--- src/rtl/instr_sequencer.sv ---
// instr_sequencer: Moore control FSM for a simple fetch/decode/execute CPU.
//   clk, reset            : rising-edge clock, synchronous active-high reset
//   opcode, op            : instruction register fields [15:13] and [12:11]
//   load_ir, load_pc,
//   reset_pc, addr_sel,
//   load_addr, mem_cmd    : fetch / program counter / memory controls
//   nsel, vsel, write,
//   loada, loadb, asel,
//   bsel, loadc, loads    : datapath controls
//   halted, state_dbg     : status (state codes numbered RST=0 .. HALT=17)
module instr_sequencer #(
  parameter logic [1:0] MNONE  = 2'b00,
  parameter logic [1:0] MREAD  = 2'b01,
  parameter logic [1:0] MWRITE = 2'b10
) (
  input  logic       clk,
  input  logic       reset,
  input  logic [2:0] opcode,
  input  logic [1:0] op,
  output logic       load_ir,
  output logic       load_pc,
  output logic       reset_pc,
  output logic       addr_sel,
  output logic       load_addr,
  output logic [1:0] mem_cmd,
  output logic [2:0] nsel,
  output logic [1:0] vsel,
  output logic       write,
  output logic       loada,
  output logic       loadb,
  output logic       asel,
  output logic       bsel,
  output logic       loadc,
  output logic       loads,
  output logic       halted,
  output logic [4:0] state_dbg
);

  localparam logic [4:0] S_RST   = 5'd0;
  localparam logic [4:0] S_IF1   = 5'd1;
  localparam logic [4:0] S_IF2   = 5'd2;
  localparam logic [4:0] S_UPC   = 5'd3;
  localparam logic [4:0] S_DEC   = 5'd4;
  localparam logic [4:0] S_WIMM  = 5'd5;
  localparam logic [4:0] S_GETA  = 5'd6;
  localparam logic [4:0] S_GETB  = 5'd7;
  localparam logic [4:0] S_EXEC  = 5'd8;
  localparam logic [4:0] S_WREG  = 5'd9;
  localparam logic [4:0] S_ADDR  = 5'd10;
  localparam logic [4:0] S_LAD   = 5'd11;
  localparam logic [4:0] S_MRD   = 5'd12;
  localparam logic [4:0] S_MWB   = 5'd13;
  localparam logic [4:0] S_GETD  = 5'd14;
  localparam logic [4:0] S_PASSD = 5'd15;
  localparam logic [4:0] S_MWR   = 5'd16;
  localparam logic [4:0] S_HALT  = 5'd17;

  logic [4:0] state_q, state_d;
  logic       is_alu, is_cmp, pass_a, is_ldr;

  // Instruction class decode used by the branching states
  assign is_alu = (opcode == 3'b101);
  assign is_cmp = is_alu && (op == 2'b01);
  assign pass_a = (opcode == 3'b110 && op == 2'b00) || (is_alu && op == 2'b11);
  assign is_ldr = (opcode == 3'b011);

  // State register; reset wins from any state, including HALT
  always_ff @(posedge clk) begin
    if (reset) state_q <= S_RST;
    else       state_q <= state_d;
  end

  // Next state and Moore output decode
  always_comb begin
    state_d   = state_q;
    load_ir   = 1'b0;
    load_pc   = 1'b0;
    reset_pc  = 1'b0;
    addr_sel  = 1'b0;
    load_addr = 1'b0;
    mem_cmd   = MNONE;
    nsel      = 3'b000;
    vsel      = 2'b00;
    write     = 1'b0;
    loada     = 1'b0;
    loadb     = 1'b0;
    asel      = 1'b0;
    bsel      = 1'b0;
    loadc     = 1'b0;
    loads     = 1'b0;
    halted    = 1'b0;

    case (state_q)
      S_RST: begin
        reset_pc = 1'b1;
        load_pc  = 1'b1;
        state_d  = S_IF1;
      end
      S_IF1: begin
        addr_sel = 1'b1;
        mem_cmd  = MREAD;
        state_d  = S_IF2;
      end
      S_IF2: begin
        addr_sel = 1'b1;
        mem_cmd  = MREAD;
        load_ir  = 1'b1;
        state_d  = S_UPC;
      end
      S_UPC: begin
        load_pc = 1'b1;
        state_d = S_DEC;
      end
      S_DEC: begin
        // Unrecognised encodings fall back to fetch as a NOP
        casez ({opcode, op})
          5'b11010: state_d = S_WIMM;
          5'b11000: state_d = S_GETB;
          5'b101??: state_d = S_GETA;
          5'b01100: state_d = S_GETA;
          5'b10000: state_d = S_GETA;
          5'b11100: state_d = S_HALT;
          default:  state_d = S_IF1;
        endcase
      end
      S_WIMM: begin
        nsel    = 3'b100;
        vsel    = 2'b10;
        write   = 1'b1;
        state_d = S_IF1;
      end
      S_GETA: begin
        nsel    = 3'b100;
        loada   = 1'b1;
        state_d = is_alu ? S_GETB : S_ADDR;
      end
      S_GETB: begin
        nsel    = 3'b001;
        loadb   = 1'b1;
        state_d = S_EXEC;
      end
      S_EXEC: begin
        loadc   = 1'b1;
        asel    = pass_a;
        loads   = is_cmp;
        state_d = is_cmp ? S_IF1 : S_WREG;
      end
      S_WREG: begin
        nsel    = 3'b010;
        write   = 1'b1;
        state_d = S_IF1;
      end
      S_ADDR: begin
        bsel    = 1'b1;
        loadc   = 1'b1;
        state_d = S_LAD;
      end
      S_LAD: begin
        load_addr = 1'b1;
        state_d   = is_ldr ? S_MRD : S_GETD;
      end
      S_MRD: begin
        mem_cmd = MREAD;
        state_d = S_MWB;
      end
      S_MWB: begin
        mem_cmd = MREAD;
        nsel    = 3'b010;
        vsel    = 2'b11;
        write   = 1'b1;
        state_d = S_IF1;
      end
      S_GETD: begin
        nsel    = 3'b010;
        loadb   = 1'b1;
        state_d = S_PASSD;
      end
      S_PASSD: begin
        asel    = 1'b1;
        loadc   = 1'b1;
        state_d = S_MWR;
      end
      S_MWR: begin
        mem_cmd = MWRITE;
        state_d = S_IF1;
      end
      S_HALT: begin
        halted  = 1'b1;
        state_d = S_HALT;
      end
      default: state_d = S_RST;
    endcase
  end

  assign state_dbg = state_q;

endmodule

--- config.mk ---
export PLATFORM = sky130hd
export DESIGN_NAME = instr_sequencer
export DESIGN_NICKNAME = d
export VERILOG_FILES = /design/src/rtl/instr_sequencer.sv
export SDC_FILE = /design/constraint.sdc
export NUM_CORES = 1
export LEC_CHECK = 0
export BUFFER_PORTS_ARGS = -buffer_cell sky130_fd_sc_hd__buf_4
export CAP_MARGIN = 20
export CORE_UTILIZATION = 41
export CTS_CLUSTER_DIAMETER = 150
export CTS_CLUSTER_SIZE = 28
export DETAILED_ROUTE_END_ITERATION = 7
export PLACE_DENSITY = 0.86
export RECOVER_POWER = 100
export SKIP_LAST_GASP = 1
export SYNTH_ARGS = -nofsm -noshare
export SYNTH_HDL_FRONTEND = slang
export SYNTH_SLANG_ARGS = --single-unit
export TNS_END_PERCENT = 5
--- constraint.sdc ---
create_clock -name clk -period 1.6 [get_ports clk]
set_clock_uncertainty 0.1 [all_clocks]
set_input_delay 0.24 -clock clk [delete_from_list [all_inputs] [get_ports clk]]
set_output_delay 0.24 -clock clk [all_outputs]
set_load 0.01 [all_outputs]
Word-level counts from Yosys, hierarchy flattened:

Cells that the tools add are included.

* flip-flop bits (word level): 5
* input port bits: 7
* output and inout bits: 25
* word-level logic and storage cells: 65

* equality and inequality tests: 27
* mux-type cells: 21
* reductions and logical operators: 16

Operators by type and width (count)
* case mux 5 bit (14 select lines): 1
* equality test 5 x 4 -> 1 bit, second input constant: 9
* equality test 5 bit, second input constant: 6
* equality test 5 x 3 -> 1 bit, second input constant: 4
* case mux 5 bit (4 select lines): 1
* 2-to-1 mux 1 bit: 12
* OR reduction 3 bit: 4
* equality test 5 x 2 -> 1 bit, second input constant: 2
* case mux 3 bit (3 select lines): 1
* 2-to-1 mux 4 bit: 2
* case mux 2 bit (2 select lines): 2
* OR reduction 2 bit: 4
* equality test 3 bit, second input constant: 2
* equality test 5 x 1 -> 1 bit, second input constant: 1
* zero test 5 bit: 1
* OR reduction 5 bit: 1
* OR reduction 4 bit: 1
* equality test 3 x 2 -> 1 bit, second input constant: 1
* logical AND 1 bit: 3
* equality test 2 x 1 -> 1 bit, second input constant: 1
* equality test 2 bit, second input constant: 1
* zero test 2 bit: 1
* 2-to-1 mux 2 bit: 1
* case mux 1 bit (2 select lines): 1
* logical OR 1 bit: 1

Longest topological paths before layout:

* word-level depth: 4
* gate-level depth with buffers: 5
* gate-level depth less buffers: 4

Worst setup path after synthesis:

No wires, ideal clock.

* kind: register -> output
* from: register state_q[2] (netlist: state_dbg[2])
* to: output vsel[0]
* data arrival time: 1421 ps
* data required time: 1260 ps
* path slack: -161 ps
* cell stages (with the launch flop): 5
* buffers on the path: 1
* cells stage by stage: dfxtp_1 clkbuf_1 inv_1 nor3_1 and2_1

* cells in the longest elaborated chain, start to end: 2
* elaborated cells between the ends (all ways): 3
* classes of those cells: 2 x eq/ne; 1 x mux

RTL lines
* start: declaration: line 58 `logic [4:0] state_q, state_d;`
* start signal: assignment: line 70 `else state_q <= state_d;`
* equality test 5 x 4 -> 1 bit or equality test 5 x 3 -> 1 bit (tied branches): line 93 `case (state_q)`
* case mux 2 bit (2 select lines) *: line 93
* end: declaration: line 27 `output logic [1:0] vsel,`

Every way passes the cells marked *; elsewhere a longest branch is shown, timed or not.

Final worst setup path:

* from: register state_q[2] (netlist: state_dbg[2])
* to: output asel

* cells in the longest elaborated chain, start to end: 2
* elaborated cells between the ends (all ways): 3
* classes of those cells: 2 x eq/ne; 1 x mux

RTL lines
* equality test 5 x 4 -> 1 bit: line 93
* case mux 1 bit (2 select lines) *: line 93
* end: declaration: line 31 `output logic asel,`

Marked as above.

==> flow_summary.ini <==
[outcome]
status = finished, violations left
violations = negative setup slack

[cts]
numCtsBuffers = 3
tritoncts = built
cts.sinks = 5
cts_buffer_depth = 2
h-tree-depth = 1
cts_root_buf = clkbuf_4
clock_latency_ns = 0.24
cts_hold_buffers = 0
clkTransAtPathRegs_ns = 0.04

[cells_and_area]
nets = 166
largest_register_ffs = 5
area_delta_synth_final_pct = 67.5
final_util = 0.749
n_antenna_cell = 0
layout-drive-gt1-share = 0.468

[detailed_routing]
antenna_left = 0
wire_per_inst_um = 14.1
drtIter0Drc = 21
totalWireLength_um = 2450
drc_errors = 0
num_vias = 1033
drt_first_pass_iters = 4
viasPerCell = 5.94

[grt]
antenna_found_initial = 0
grtUsageTotal = 0.277
grt_pass1_vias = 933
grt_max_degree = 17
grt_overflow_total = 0
grt_pass1_wl_um = 4000

[placement]
pre_cts_ws_ns = -0.137
gp_congestion = 0.934
io_buffers = 31
place_hpwl_um = 1820

[power]
power_uw = 636
ir_drop_mv = 0.674
powerDensity_nw_per_um2 = 551
p_leak_uw = 0.000506

[sta]
setup_ws_ns = -0.215
worst_slew_pin_slew_ns = 0.376
slew_headroom = 0.743
max_freq_mhz = 551
hold_viol_final = 0
rsz0062_at_grt = true
layout_min_cycle_time_ns = 1.81
drv_slew = 0
finalCritPeriodShare = 1.13
finalSetupViolCount = 19

[logic_synthesis]
ys_seq_elements = 5
synth_cell_types = 38
ys_seq_area_frac = 0.145
synth_edf_count = 0
avgSynthCellArea_um2 = 6.27
syn-cell-area_um2 = 689
synth_nets = 117
synth_cells = 110
synth_warnings = 0
synth_flop_cell = dfxtp_1
async_flop_share = 0

[worst_setup_path]
critPathRequiredTime_ns = 1.26
path_class = reg2out
r2r_start = state_dbg[2]$_SDFF_PP0_
r2r_setup_slack_ns = 0
timing.rr.end = state_dbg[4]$_SDFF_PP0_
critPathCaptureType = output port
worstPathArrival_ns = 1.47
rr_worst_depth = 5
start_kind = flop
cp_max_fo = 8

[worst_hold_path]
holdPathStages = 2
hold_path.class = in2reg
hold_start = reset
min_delay_worst_endpoint = state_dbg[4]$_SDFF_PP0_

[floorplan]
die_y_um = 43.0
design.die.area_um2 = 1850
pin_count = 32
start_util = 0.447
die_w_um = 43.0
core_area_um2 = 1540
num_rows = 14

[job]
max_cap_violations = 0
-- cell usage after synthesis (all sizes together), types with 2 or more instances --
cell type | n | area (um2)
nand2b | 6 | 37.5
nand3 | 4 | 20.0
nor2b | 3 | 18.8
buf | 5 | 26.3
a21oi | 10 | 50.1
o21ai | 8 | 40.0
inv | 4 | 15.0
nand2 | 7 | 26.3
a31oi | 2 | 12.5
nor2 | 10 | 37.5
nor3 | 9 | 45.0
or4 | 2 | 18.8
nor4 | 5 | 31.3
a211oi | 2 | 15.0
dfxtp | 5 | 100
clkbuf | 7 | 26.3
and2b | 2 | 15.0
or2 | 2 | 12.5
-- worst max-delay path by stage --
stage,from,end,cells past startpoint
5_1_grt,state_dbg[2]$_SDFF_PP0_,asel,4
3_3_place_gp,opcode[0],asel,6
6_report,state_dbg[2]$_SDFF_PP0_,asel,4
4_1_cts,state_dbg[2]$_SDFF_PP0_,asel,4
2_1_floorplan,state_dbg[4]$_SDFF_PP0_,state_dbg[4]$_SDFF_PP0_,5
3_5_place_dp,opcode[0],asel,6
-- worst max-delay path: stages (launching register included) --
cell     delay, ns
dfxtp_2       0.32
buf_6         0.13
or4_4         0.53
a21oi_2       0.13
buf_4         0.12
-- kinds of logic after synthesis --
logic type / count (synthesis) / share of synthesized area
flops: 5 / 0.145
xor+xnor: 1 / 0.0127
buf+inv: 16 / 0.0980
compound gates: 30 / 0.274
simple gates: 58 / 0.470
-- cell type report --
| cell class | count | area [um2] |
|---|---|---|
| Clock buffer | 4 | 26.3 |
| Fill cell | 124 | 387 |
| Inverter | 4 | 15.0 |
| Multi-Input combinational cell | 89 | 571 |
| Sequential cell | 5 | 106 |
| Tap cell | 16 | 20.0 |
| Timing Repair Buffer | 56 | 417 |
-- where the power goes --
| part | leakage [uW] | internal (uW) | switching, uW |
|---|---|---|---|
| registers | 0.0000422 | 136 | 14.8 |
| logic | 0.000449 | 168 | 169 |
| clock network | 0.0000150 | 94.4 | 54.4 |
| total | 0.000506 | 398 | 238 |
-- per-layer routing --
metal	part of all wire	vias to the layer above	GRT usage
met4	0.027	0	0.0788
met1	0.43	473	0.326
met5	0	-	0
met3	0.067	6	0.0723
met2	0.48	57	0.488
li1	-	497	-
-- cell usage in the layout (no fill, tap or decap), types with 3 or more instances in the layout --
cell / n
nor2b_1: 3
inv_1: 4
nand2b_1: 4
nor3_1: 7
a21oi_1: 8
clkbuf_4: 3
clkbuf_1: 3
buf_4: 53
nand3_1: 4
nor4_1: 4
nand2_1: 7
nor2_1: 10
o21ai_0: 8
-- what timing repair did --
action,in CTS,in global routing
pin swaps,1,1
gates cloned,0,0
setup endpoints to repair,21,23
setup buffers,2,0
gates resized for setup,8,5
-- per-stage QoR --
stage	instances	hold WS [ns]	setup TNS (ns)	cell area, um2
2_1_floorplan	110	0.206	-0.102	706
3_3_place_gp	168	0.319	-0.0997	1080
3_5_place_dp	168	0.325	-0.151	1080
4_1_cts	174	0.0664	-2.41	1150
5_1_grt	174	0.0735	-3.22	1150
6_report	174	0.0778	-1.81	1150
Power figures use the tool's default switching activity.
